==> src/rtl/rr_gate_arbiter_if.sv <==
// rr_gate_arbiter_if: request/grant bundle between requesters and rr_gate_arbiter.
//
// Handshake: a requester raises req[i] and keeps it high for as long as it
// wants the resource. The arbiter answers with a registered, one-hot gnt[i].
// The owner releases by dropping req[i]. gnt then falls on the next edge, and
// one grant-free cycle follows before any other owner is granted.
// state_dbg mirrors the arbiter FSM state (0=IDLE, 1=GRANT, 2=GAP) so that
// checkers can bind to it.
interface rr_gate_arbiter_if;
  logic [3:0] req;
  logic [3:0] gnt;
  logic [1:0] owner;
  logic       busy;
  logic       tmo;
  logic [1:0] state_dbg;

  // Requester side: drives req and observes the arbiter outputs.
  modport master (
    output req,
    input  gnt,
    input  owner,
    input  busy,
    input  tmo,
    input  state_dbg
  );

  // Arbiter side.
  modport slave (
    input  req,
    output gnt,
    output owner,
    output busy,
    output tmo,
    output state_dbg
  );
endinterface

==> src/rtl/rr_gate_arbiter.sv <==
// rr_gate_arbiter: 4-way round-robin arbiter with a one-cycle gap between owners.
//
// A grant is held for as long as the owner keeps its req bit high. When the
// owner drops it, the arbiter spends exactly one GAP cycle with gnt=0 before
// granting again. Priority rotates: after requester i is granted, the scan
// starts at i+1.
//
// Optional feature, macro RR_GATE_ARBITER_TIMEOUT_EN:
//   An 8-bit counter limits a grant to TMO_CYCLES cycles. When the limit is
//   reached, the grant is forced off with a one-cycle tmo pulse, and the
//   requester is locked out until its req has been seen low. Without the
//   macro, grants are held indefinitely and tmo is tied low.
module rr_gate_arbiter #(
  parameter int unsigned TMO_CYCLES = 64
) (
  input logic              clk,
  input logic              reset,
  rr_gate_arbiter_if.slave bus
);

  typedef enum logic [1:0] {
    IDLE  = 2'd0,
    GRANT = 2'd1,
    GAP   = 2'd2
  } state_t;

  // Reject out-of-range limits at elaboration time. The counter is 8 bits,
  // and a limit below 2 would leave no room for a normal release.
  if (TMO_CYCLES < 2 || TMO_CYCLES > 255) begin : g_bad_tmo_cycles
    $error("rr_gate_arbiter: TMO_CYCLES must be in 2..255");
  end

  state_t     state;
  logic [3:0] gnt_q;
  logic [1:0] owner_q;
  logic [1:0] rr_ptr;

  logic [3:0] eff_req;
  logic       any_eff;
  logic [1:0] winner;
  logic [1:0] scan_idx;
  logic       owner_req;

  assign owner_req = bus.req[owner_q];

`ifdef RR_GATE_ARBITER_TIMEOUT_EN
  logic [7:0] tmo_cnt;
  logic [3:0] lock;
  logic       tmo_q;
  logic       limit_hit;

  // A locked-out requester is invisible to the scan until it has dropped req.
  assign eff_req   = bus.req & ~lock;
  // The limit forces a release only while the owner still wants the resource.
  // A voluntary release in the same cycle takes precedence as a normal release.
  assign limit_hit = (tmo_cnt == 8'(TMO_CYCLES - 1));
  assign bus.tmo   = tmo_q;
`else
  assign eff_req   = bus.req;
  assign bus.tmo   = 1'b0;
`endif

  // Round-robin scan: the first effective request at rr_ptr, rr_ptr+1, ... wins.
  // The loop runs from the farthest offset down, so the closest match is
  // assigned last and wins.
  always_comb begin
    winner   = rr_ptr;
    any_eff  = 1'b0;
    scan_idx = rr_ptr;
    for (int k = 3; k >= 0; k--) begin
      scan_idx = rr_ptr + 2'(k);
      if (eff_req[scan_idx]) begin
        winner  = scan_idx;
        any_eff = 1'b1;
      end
    end
  end

  // Arbitration FSM with registered grant, owner, pointer and (optional) timeout state.
  always_ff @(posedge clk) begin
    if (reset) begin
      state   <= IDLE;
      gnt_q   <= 4'b0000;
      owner_q <= 2'd0;
      rr_ptr  <= 2'd0;
`ifdef RR_GATE_ARBITER_TIMEOUT_EN
      tmo_cnt <= 8'd0;
      lock    <= 4'b0000;
      tmo_q   <= 1'b0;
`endif
    end else begin
`ifdef RR_GATE_ARBITER_TIMEOUT_EN
      tmo_q <= 1'b0;
      // Any lockout clears once its req has been sampled low.
      lock  <= lock & bus.req;
`endif
      case (state)
        IDLE, GAP: begin
          if (any_eff) begin
            state   <= GRANT;
            gnt_q   <= 4'b0001 << winner;
            owner_q <= winner;
            rr_ptr  <= winner + 2'd1;
`ifdef RR_GATE_ARBITER_TIMEOUT_EN
            tmo_cnt <= 8'd0;
`endif
          end else if (state == GAP) begin
            state <= IDLE;
          end
        end

        GRANT: begin
          if (!owner_req) begin
            // Voluntary release: one grant-free cycle follows.
            state <= GAP;
            gnt_q <= 4'b0000;
`ifdef RR_GATE_ARBITER_TIMEOUT_EN
          end else if (limit_hit) begin
            // Forced release: pulse tmo and lock the owner out.
            state          <= GAP;
            gnt_q          <= 4'b0000;
            tmo_q          <= 1'b1;
            lock[owner_q]  <= 1'b1;
          end else begin
            tmo_cnt <= tmo_cnt + 8'd1;
`endif
          end
        end

        default: begin
          state <= IDLE;
          gnt_q <= 4'b0000;
        end
      endcase
    end
  end

  assign bus.gnt       = gnt_q;
  assign bus.owner     = owner_q;
  assign bus.busy      = |gnt_q;
  assign bus.state_dbg = state;

endmodule

==> src/flat_wrapper.sv <==
// flat-port wrapper written by rule: the top's interface ports become plain ports
module rr_gate_arbiter_flat 
#(
  parameter int unsigned TMO_CYCLES = 64
)
  (clk, reset, bus_req, bus_gnt, bus_owner, bus_busy, bus_tmo, bus_state_dbg);
  rr_gate_arbiter_if bus_i ();
  input logic clk;
  input logic reset;
  input wire logic [$bits(bus_i.req)-1:0] bus_req;
  output wire logic [$bits(bus_i.gnt)-1:0] bus_gnt;
  output wire logic [$bits(bus_i.owner)-1:0] bus_owner;
  output wire logic [$bits(bus_i.busy)-1:0] bus_busy;
  output wire logic [$bits(bus_i.tmo)-1:0] bus_tmo;
  output wire logic [$bits(bus_i.state_dbg)-1:0] bus_state_dbg;
  assign bus_i.req = bus_req;
  assign bus_gnt = bus_i.gnt;
  assign bus_owner = bus_i.owner;
  assign bus_busy = bus_i.busy;
  assign bus_tmo = bus_i.tmo;
  assign bus_state_dbg = bus_i.state_dbg;
  rr_gate_arbiter #(.TMO_CYCLES(TMO_CYCLES)) u_core (.clk(clk), .reset(reset), .bus(bus_i));
endmodule
==> config.mk <==
export PLATFORM = sky130hd
export DESIGN_NAME = rr_gate_arbiter_flat
export DESIGN_NICKNAME = d
export VERILOG_FILES = /design/src/rtl/rr_gate_arbiter_if.sv /design/src/rtl/rr_gate_arbiter.sv /design/src/flat_wrapper.sv
export SDC_FILE = /design/constraint.sdc
export NUM_CORES = 1
export LEC_CHECK = 0
export BUFFER_PORTS_ARGS = -buffer_cell sky130_fd_sc_hd__buf_4
export CAP_MARGIN = 40
export CELL_PAD_IN_SITES_DETAIL_PLACEMENT = 1
export CELL_PAD_IN_SITES_GLOBAL_PLACEMENT = 2
export CORE_MARGIN = 2
export CORE_UTILIZATION = 30
export DETAILED_ROUTE_END_ITERATION = 8
export PLACE_DENSITY = 0.81
export SYNTH_ARGS = -nofsm -noshare
export SYNTH_HDL_FRONTEND = slang
export SYNTH_SLANG_ARGS = --single-unit
==> constraint.sdc <==
create_clock -name clk -period 3.71 [get_ports clk]
set_input_delay 0.5565 -clock clk [delete_from_list [all_inputs] [get_ports clk]]
set_output_delay 0.5565 -clock clk [all_outputs]
set_load 0.05 [all_outputs]
==> results.ini <==
[global_routing]
grt_overflow_total=0
track_usage_pct=13.7
grt_max_degree=11
first_global_vias=431
grt_pass1_wl_um=2000
antenna_found_initial=0

[sta]
rsz0062_at_grt=no
timing.final.crit_share_pct=50.2
finalHoldViolations=0
setup_tns_ns=0
finalSetupViolations=0
worst_pin_slew_ns=0.500
fmax_ghz=0.537
maxSlewViolCount=0
slew_headroom_pct=66.4
layout_min_cycle_time_ns=1.86
fin_skew_ns=0.00802

[place]
dpl.hpwl_um=987
io_buffers=14
placed_cells=85
gp_congestion=0.725

[setup_path]
crit_path_start_kind=flip-flop
crit_path_cell_trace=or4_1 -> buf_4
path_buf_inv=1
worstSetupPathType=reg -> out
slowest_delay_ns=0.52
cpMaxStageDelayCell=or4_1
arrival_ns=1.30
crit_path_end_kind=output port
critPathMaxFanout=3
cp.required_ns=3.15
crit_family=simple AND/OR/NAND/NOR gates

[power]
static-leakage-power_nw=0.277
swShare_pct=38.0
power_frac_comb_pct=37.2
irDropWorstVdd_v=0.000226
p_int_uw=231
p_per_area_nw_per_um2=549
p_sw_uw=142
p_clk_share_pct=26.6
power_frac_seq_pct=36.2

[floorplan]
rows=15
core-area_um2=1690
initial_core_util_pct=31.3
dieArea_um2=2120
ios=16
dieHeight_um=46
dieWidth_um=46

[yosys]
ys_async_sr_fraction_pct=0
ys_types=27
yosys-top-cells-count=dfxtp_1 (10), nor2_1 (8), a21oi_1 (6)
synth_top_area_share_pct=37.8
avgSynthCellArea_um2=9.45
synth_warnings=0
synth_edf_count=0
synth_most_common_cell=dfxtp_1
synthCells=56
syn_nets=62
ys_seq_elements=10
yosys_most_used_dff=dfxtp_1
synth_area_um2=529
synth.area.top_cells=dfxtp_1 (38%), a21oi_1 (5.7%), nor2_1 (5.7%)
seq_area_frac_synth_pct=37.8
yosysTopAreaCell=dfxtp_1

[cts]
cts_setup_buffers=0
clk_pin_slew_ns=0.07
clockBufferDepth=2
cts_tree=yes
clk_latency_ns=0.27
ctsResizeCount=0
cts_hold_buf=0
cts-buffers-inserted=3
cts.sinks=10
htree_levels=1
root_buffer=clkbuf_4

[layout]
fin_cells=89
nFillCells=213
diodes=0
syn2layout_area_growth_pct=28.6
nets=79
drive_gt1_share_pct=33.3

[run_status]
status=completed

[routing]
first_iter_violations=2
drt-wirelength-per-cell_um=14.7
wirelength_um=1310
drtPass1Iterations=4
ant_nets=0
drc_errors=0
num_vias=477
viasPerCell=5.36

[worst_hold_path]
hp-class=reg -> reg

[flow_run]
maxCapViolations=0

==> sequential cells by signal, indices dropped and copies added, names as in the netlist <==
name	flops
u_core.bus.gnt	4
u_core.bus.owner	2
u_core.bus.state_dbg	2
u_core.rr_ptr	2
==> layout make-up <==
type,count,area [um2],area share [%]
clock buffers,4,36.3,5.33
inverters,3,11.3,1.65
multi-input cells,41,307,45.0
flip-flops and latches,10,200,29.4
well taps,17,21.3,3.12
repair buffers,14,105,15.4
==> power groups by stage <==
| stage | clock network (mW) | registers [mW] | logic (mW) |
|---|---|---|---|
| final | 0.0992 | 0.135 | 0.139 |
| after global routing | 0.110 | 0.137 | 0.149 |
| after CTS | 0.104 | 0.135 | 0.140 |
| after detailed placement | 0 | 0.138 | 0.140 |
| after global placement | 0 | 0.137 | 0.139 |
| after floorplan | 0 | 0.164 | 0.0751 |
==> worst paths after layout <==
kind,startpoint,endpoint,slack (ns),cells past startpoint
worst min register to register,u_core.bus.state_dbg[1],u_core.bus.state_dbg[1],0.45,1
worst max-delay path,u_core.bus.gnt[2],bus_busy,1.85,2
worst min-delay path,u_core.bus.state_dbg[1],u_core.bus.state_dbg[1],0.45,1
worst max register to register,u_core.bus.owner[0],u_core.bus.gnt[2],2.16,5
==> cell usage in the layout (no fill, tap or decap), drive strengths merged, types with 2 or more instances in the layout <==
cell type / n
a211oi: 3
a21oi: 6
a22oi: 2
a32oi: 2
buf: 14
clkbuf: 4
dfxtp: 10
inv: 3
nand2: 2
nand2b: 2
nor2: 8
o22a: 2
==> logic make-up (layout without fill, tap and decap cells) <==
kind of cell    Yosys count  in the layout  share of synthesized area, %
mux                       1              1                          4.26
simple gates             18             18                          18.2
buf+inv                   5             21                          4.26
xor+xnor                  1              1                          1.66
other cells               1              1                         0.709
compound gates           20             20                          33.1
flops                    10             10                          37.8
==> routing by layer <==
layer | track usage (%) | vias up | part of all wire (%) | wire length [um]
met4 | 8.57 | 0 | 0.92 | 12
met1 | 18.1 | 224 | 52 | 680
li1 | - | 240 | - | -
met2 | 19.4 | 11 | 42 | 554
met3 | 3.57 | 2 | 4.6 | 60
met5 | 0 | - | 0 | 0
==> stage by stage <==
stage               area, um2  hold WS [ns]  setup slack, ns  util (%)  power, mW
global route              681         0.493             1.79      40.3      0.396
global placement          644         0.428             1.90      38.1      0.276
finish                    681         0.449             1.85      40.3      0.373
floorplan                 529         0.516             1.86         -      0.239
CTS                       681         0.454             1.83      40.3      0.379
detailed placement        644         0.443             1.86      38.1      0.277
Power figures use the tool's default switching activity.
